--- config.mk ---
export PLATFORM = sky130hd
export DESIGN_NAME = poly_ram_reader
export DESIGN_NICKNAME = d
export VERILOG_FILES = /design/src/rtl/dilithium_pkg.sv /design/src/rtl/poly_ram_reader.sv
export SDC_FILE = /design/constraint.sdc
export NUM_CORES = 1
export LEC_CHECK = 0
export ABC_AREA = 1
export CAP_MARGIN = 20
export CORE_ASPECT_RATIO = 1.2
export CORE_MARGIN = 8
export CORE_UTILIZATION = 47
export CTS_CLUSTER_DIAMETER = 50
export DETAILED_ROUTE_END_ITERATION = 10
export GPL_ROUTABILITY_DRIVEN = 0
export PLACE_DENSITY = 0.8
export RECOVER_POWER = 25
export SYNTH_ARGS = -nofsm -noshare
export SYNTH_HDL_FRONTEND = slang
export SYNTH_SLANG_ARGS = --single-unit
--- constraint.sdc ---
create_clock -name clk_i -period 2.3 [get_ports clk_i]
set_input_delay 0.23 -clock clk_i [delete_from_list [all_inputs] [get_ports clk_i]]
set_output_delay 0.23 -clock clk_i [all_outputs]
set_load 0.02 [all_outputs]
--- src/rtl/dilithium_pkg.sv ---
// Shared constants, reader state type and address bit-reversal helper
// for the polynomial RAM masters.
package dilithium_pkg;

  localparam int COEFF_W = 24;
  localparam int ADDR_W  = 8;
  localparam int N       = 2 ** ADDR_W;

  typedef enum logic [1:0] {
    IDLE,
    EMIT_LO,
    EMIT_HI
  } state_t;

  // Reverses the ADDR_W-1 pair-index bits.
  function automatic logic [ADDR_W-2:0] brev(input logic [ADDR_W-2:0] v);
    logic [ADDR_W-2:0] r;
    for (int i = 0; i < ADDR_W - 1; i++) begin
      r[i] = v[ADDR_W-2-i];
    end
    return r;
  endfunction

endpackage

--- src/rtl/poly_ram_reader.sv ---
// Unloads one polynomial from a dual-port RAM as a valid/ready coefficient
// stream, reading two words per pair in linear or bit-reversed order.
module poly_ram_reader
  import dilithium_pkg::*;
#(
  parameter int COEFF_W = dilithium_pkg::COEFF_W,
  parameter int ADDR_W  = dilithium_pkg::ADDR_W
) (
  input  logic               clk_i,
  input  logic               rst_i,
  input  logic               start_i,
  input  logic               bitrev_i,
  output logic [ADDR_W-1:0]  addr1_o,
  output logic [ADDR_W-1:0]  addr2_o,
  output logic               wren_o,
  input  logic [COEFF_W-1:0] data1_i,
  input  logic [COEFF_W-1:0] data2_i,
  output logic [COEFF_W-1:0] coeff_o,
  output logic               valid_o,
  input  logic               ready_i,
  output logic               last_o,
  output logic               busy_o,
  output logic               done_o
);

  localparam logic [ADDR_W-1:0] K_LAST = ADDR_W'(2 ** (ADDR_W - 1));

  state_t             state;
  state_t             state_nxt;
  logic [ADDR_W-1:0]  k;
  logic [ADDR_W-1:0]  k_nxt;
  logic [COEFF_W-1:0] lo;
  logic [COEFF_W-1:0] hi;
  logic               mode;
  logic               mode_nxt;
  logic               pair_load;
  logic               done_nxt;
  logic               addr_mode;
  logic [ADDR_W-2:0]  k_low;

  assign wren_o = 1'b0;
  assign busy_o = (state != IDLE);
  assign k_low  = k[ADDR_W-2:0];

  // In IDLE the first pair is fetched with the mode requested alongside start.
  assign addr_mode = (state == IDLE) ? bitrev_i : mode;

  always_comb begin
    if (addr_mode) begin
      addr1_o = {1'b0, brev(k_low)};
      addr2_o = {1'b1, brev(k_low)};
    end else begin
      addr1_o = {k_low, 1'b0};
      addr2_o = {k_low, 1'b1};
    end
  end

  always_ff @(posedge clk_i or posedge rst_i) begin
    if (rst_i) begin
      state <= IDLE;
    end else begin
      state <= state_nxt;
    end
  end

  always_comb begin
    state_nxt = state;
    k_nxt     = k;
    mode_nxt  = mode;
    pair_load = 1'b0;
    done_nxt  = 1'b0;
    valid_o   = 1'b0;
    coeff_o   = '0;
    last_o    = 1'b0;
    case (state)
      IDLE: begin
        if (start_i) begin
          pair_load = 1'b1;
          k_nxt     = ADDR_W'(1);
          mode_nxt  = bitrev_i;
          state_nxt = EMIT_LO;
        end
      end
      EMIT_LO: begin
        valid_o = 1'b1;
        coeff_o = lo;
        if (ready_i) begin
          state_nxt = EMIT_HI;
        end
      end
      EMIT_HI: begin
        valid_o = 1'b1;
        coeff_o = hi;
        last_o  = (k == K_LAST);
        // k already addresses the next pair, so it is fetched as hi is accepted.
        if (ready_i) begin
          if (k == K_LAST) begin
            done_nxt  = 1'b1;
            k_nxt     = '0;
            state_nxt = IDLE;
          end else begin
            pair_load = 1'b1;
            k_nxt     = k + ADDR_W'(1);
            state_nxt = EMIT_LO;
          end
        end
      end
      default: state_nxt = IDLE;
    endcase
  end

  always_ff @(posedge clk_i or posedge rst_i) begin
    if (rst_i) begin
      k      <= '0;
      lo     <= '0;
      hi     <= '0;
      mode   <= 1'b0;
      done_o <= 1'b0;
    end else begin
      k      <= k_nxt;
      mode   <= mode_nxt;
      done_o <= done_nxt;
      if (pair_load) begin
        lo <= data1_i;
        hi <= data2_i;
      end
    end
  end

endmodule

Word-level counts from Yosys, hierarchy flattened
Index checks and enable logic that the tools add are counted.

Word-level logic and storage cells: 42. Register bits after elaboration: 60. Input bits: 53. Output and inout port bits: 45.

Add/subtract/negate cells: 1. Reduce and logical (&&, ||, !) cells: 7. Equal/unequal tests: 6. Multiplexer cells: 22.

Operators by type and width (number): $pmux W24 S2 (1); $mux W8 (5); $pmux W8 S2 (1); $mux W1 (10); $add A8 B1 Y8 const B (1); $eq A8 B8 Y1 const B (1); $mux W2 (3); $ne A2 B2 Y1 const B (3); $pmux W2 S3 (1); $reduce_and A3 Y1 (2); $reduce_bool A2 Y1 (2); $eq A2 B1 Y1 const B (1); $eq A2 B2 Y1 const B (1); $logic_not A2 Y1 (1); $pmux W1 S2 (1); $reduce_and A2 Y1 (1); $reduce_or A2 Y1 (1).

Logic depth before layout (Yosys ltp)
Depth in word-level cells: 4. Depth in mapped cells: 13. Depth with buffers taken out: 11.

Least setup slack after synthesis
No wires, ideal clock.

Kind: reg2out. Start: reg state[0]. End: out addr2_o[6]. Cell stages (with the launch flop): 8. Path buffers: 2. Required time: 2.070 ns. Data arrival time: 1.931 ns. Setup slack: 0.139 ns. Cells stage by stage: dfrtp_1 -> inv_1 -> ha_1 -> nand2_1 -> o21ai_0 -> buf_2 -> o21ai_0 -> buf_4.

Word-level cells in the longest chain between the ends: 3.

RTL lines: from (decl) (line poly_ram_reader.sv:28) `state_t state;`; from (signal assigned) (line poly_ram_reader.sv:62) `state <= state_nxt;`; $logic_not A2 Y1 (line poly_ram_reader.sv:46) `assign addr_mode = (state == IDLE) ? bitrev_i : mode;`; $mux W1 (line poly_ram_reader.sv:46); $mux W8 (line poly_ram_reader.sv:49) `if (addr_mode) begin`; to (decl) (line poly_ram_reader.sv:14) `output logic [ADDR_W-1:0] addr2_o,`.

No other way between the ends.

Worst setup path after layout
Start: reg state[0]. End: out coeff_o[10].

Word-level cells in the longest chain between the ends: 2. Elaborated cells between the ends (all ways): 3. Those cells by class: eq/ne: 2; mux: 1.

RTL lines: $eq A2 B2 Y1 or $eq A2 B1 Y1 (tied branches) (line poly_ram_reader.sv:75) `case (state)`; $pmux W24 S2 (*) (line poly_ram_reader.sv:75); to (decl) (line poly_ram_reader.sv:18) `output logic [COEFF_W-1:0] coeff_o,`.

Every way passes the cells marked *; elsewhere a longest branch is shown, timed or not.

==> impl_metrics.toml <==
[yosys]
dominantRegCellSynth = "dfrtp_1"
avgSynthCellArea_sq_um = 7.45
ys_top_cells_by_count = "nand2_1, dfrtp_1, nand3_1"
synth.net_count = 487
seq_area_frac_synth = 0.472
yosysWarnings = 0
ys_top_cells_by_area = "dfrtp_1, nand2_1, nand3_1"
ys_ff_latch = 60
synth_cells = 427
synth_most_common_cell = "nand2_1"
async_flop_share = 1.00
synth.distinct_cells = 22
mappedNetlistArea_sq_um = 3180
yosysTopAreaCell = "dfrtp_1"
synth_edf_count = 0
synth_top_area_frac = 0.472

[timing]
finalSetupViolCount = 0
fin_setup_tns_ns = 0
min_period_over_period = 0.949
hold_violations = 0
rsz0062_at_grt = "no"
period_needed_ns = 2.18
relSlewSlack = 0.271
finalClockSkew_ns = 0.00863
whs_ns = 0.424
maxSlewViolCount = 0
worst_pin_slew_ns = 1.09
fmax_ghz = 0.458

[detailed_routing]
finalWirelength_um = 9520
drtIter0Drc = 257
vias_per_cell = 5.30
drcViolationCount = 0
wl_per_cell_um = 15.8
dr.pass1.iters = 5
vias = 3201
antenna_left = 0

[floorplanning]
core_sq_um = 6690
die_w_um = 91.1
rows = 33
die_y_um = 106
dieArea_sq_um = 9660
start_util = 0.475
ios = 98

[global_routing]
gr-total-overflow = 0
top_usage_layer = "met2"
antenna_found_initial = 0
grt_first_pass_wirelength_um = 15800
grt_pass1_vias = 3286
grt_use_met3 = 0.0684
grt_use_total = 0.202
use_met1 = 0.237
grt_max_degree = 51
grt_util_met2 = 0.333

[cts]
hold_buffers = 0
htreeDepth = 3
cts_buffer_depth = 2
clk-insertion-delay-late_ns = 0.33
clk_pin_slew_ns = 0.07
cts_tree = "yes"
numCtsBuffers = 9
cts_setup_buffers = 0
cts_resized = 48
cts_sinks = 60
clockRootBuffer = "clkbuf_8"

[layout]
finish.utilization = 0.636
num-nets-final = 573
final_cell_area_sq_um = 4260
antennaDiodeCount = 0
area_growth_pct = 33.8
fillers = 587
layout-drive-gt1-share = 0.0928

[power]
power.total_uw = 5810
power_density_nw_per_um2 = 1360
cellLeakagePower_uw = 0.00220
irDropWorstVdd_uv = 839

[run]
drv_cap = 0

[placed_design]
port-buffer-count = 96
hpwl_um = 6650
placed_cell_area_sq_um = 4170

[worst_setup_path]
crit_type = "flop to output port"
worstPathMaxFanout = 17
cp-end-kind = "output port"
arrival_ns = 1.95
cp-start-kind = "flop"
required_ns = 2.07

[run_status]
status = "complete, no violations"

[hold_path]
worstHoldPathType = "primary input to flop"
-- where the power goes --
group / internal [uW] / total [uW] / switching, uW / leakage, uW
registers: 1520 / 1800 / 280 / 0.000751
clock network: 502 / 893 / 391 / 0.0000986
logic: 1090 / 3110 / 2020 / 0.00135
-- sequential cells by signal (all words and copies together), names as in the netlist --
signal  cells
hi         24
lo         24
k           8
state       2
done_o      1
mode        1
-- metrics by stage --
step,instances,setup WS [ns]
3_5_place_dp,589,-0.0106
2_1_floorplan,427,0.139
6_report,604,0.118
5_1_grt,604,0.00117
4_1_cts,604,0.00165
3_3_place_gp,589,0.165
-- final cells by class --
class	instances	area (sq um)	share of cell area
Sequential cell	60	1500	0.353
Multi-Input combinational cell	308	1400	0.330
Timing Repair Buffer	108	957	0.225
Clock buffer	14	183	0.0429
Tap cell	87	109	0.0256
Inverter	26	97.6	0.0229
Clock inverter	1	5.00	0.00118
-- cell families (layout without fill, tap and decap cells) --
group,after synthesis,count (layout),share of synthesized area
and+or+nand+nor,253,253,0.331
DFF,60,60,0.472
buffers and inverters,59,149,0.0925
AOI/OAI and AO/OA,46,46,0.0728
adders and majority gates,7,7,0.0275
other,1,1,0.00118
xor gates and xnor gates,1,1,0.00276
-- worst paths after layout --
path / start / end / slack (ns) / cells after the start
max: state[0] / coeff_o[10] / 0.12 / 6
min: data1_i[14] / lo[14] / 0.42 / 3
max reg2reg: k[0] / lo[10] / 0.24 / 11
min reg2reg: mode / mode / 0.49 / 2
max in group asynchronous: rst_i / hi[18] / 0.55 / 3
min in group asynchronous: rst_i / done_o / 0.61 / 2
-- layout by cell type, fill, tap and decap left out --
cell type / netlist / layout
nand2_1: 178 / 177
dfrtp_1: 60 / 60
clkdlybuf4s50_1: 0 / 54
nand3_1: 53 / 53
a21oi_1: 28 / 27
inv_1: 25 / 25
dlygate4sd2_1: 0 / 23
o21ai_0: 17 / 17
clkbuf_2: 0 / 14
clkbuf_8: 0 / 13
nor2_1: 11 / 11
buf_4: 9 / 10
nand4_1: 7 / 7
ha_1: 7 / 6
clkdlybuf4s15_1: 0 / 3
nand2_2: 1 / 2
buf_2: 7 / 2
a21oi_2: 0 / 1
nor2_4: 1 / 1
inv_2: 1 / 1
o22ai_1: 1 / 1
xor2_1: 1 / 1
nand3_2: 1 / 1
and3_1: 1 / 1
ha_4: 0 / 1
conb_1: 1 / 1
clkinv_2: 0 / 1
clkbuf_1: 11 / 1
dlygate4sd3_1: 0 / 1
buf_12: 0 / 1
-- worst max-delay path: stages, from the launching register on --
cell and delay, ns:
dfrtp_1 0.38, inv_1 0.13, ha_1 0.19, buf_4 0.24
nand2_1 0.12, a21oi_1 0.19, dlygate4sd2_1 0.36
-- per-layer routing --
| layer | up-vias | wire (um) |
|---|---|---|
| met4 | 0 | 207 |
| met2 | 141 | 4700 |
| met5 | - | 0 |
| met3 | 18 | 788 |
| met1 | 1523 | 3830 |
| li1 | 1519 | - |
(Power assumes the default switching activity.)
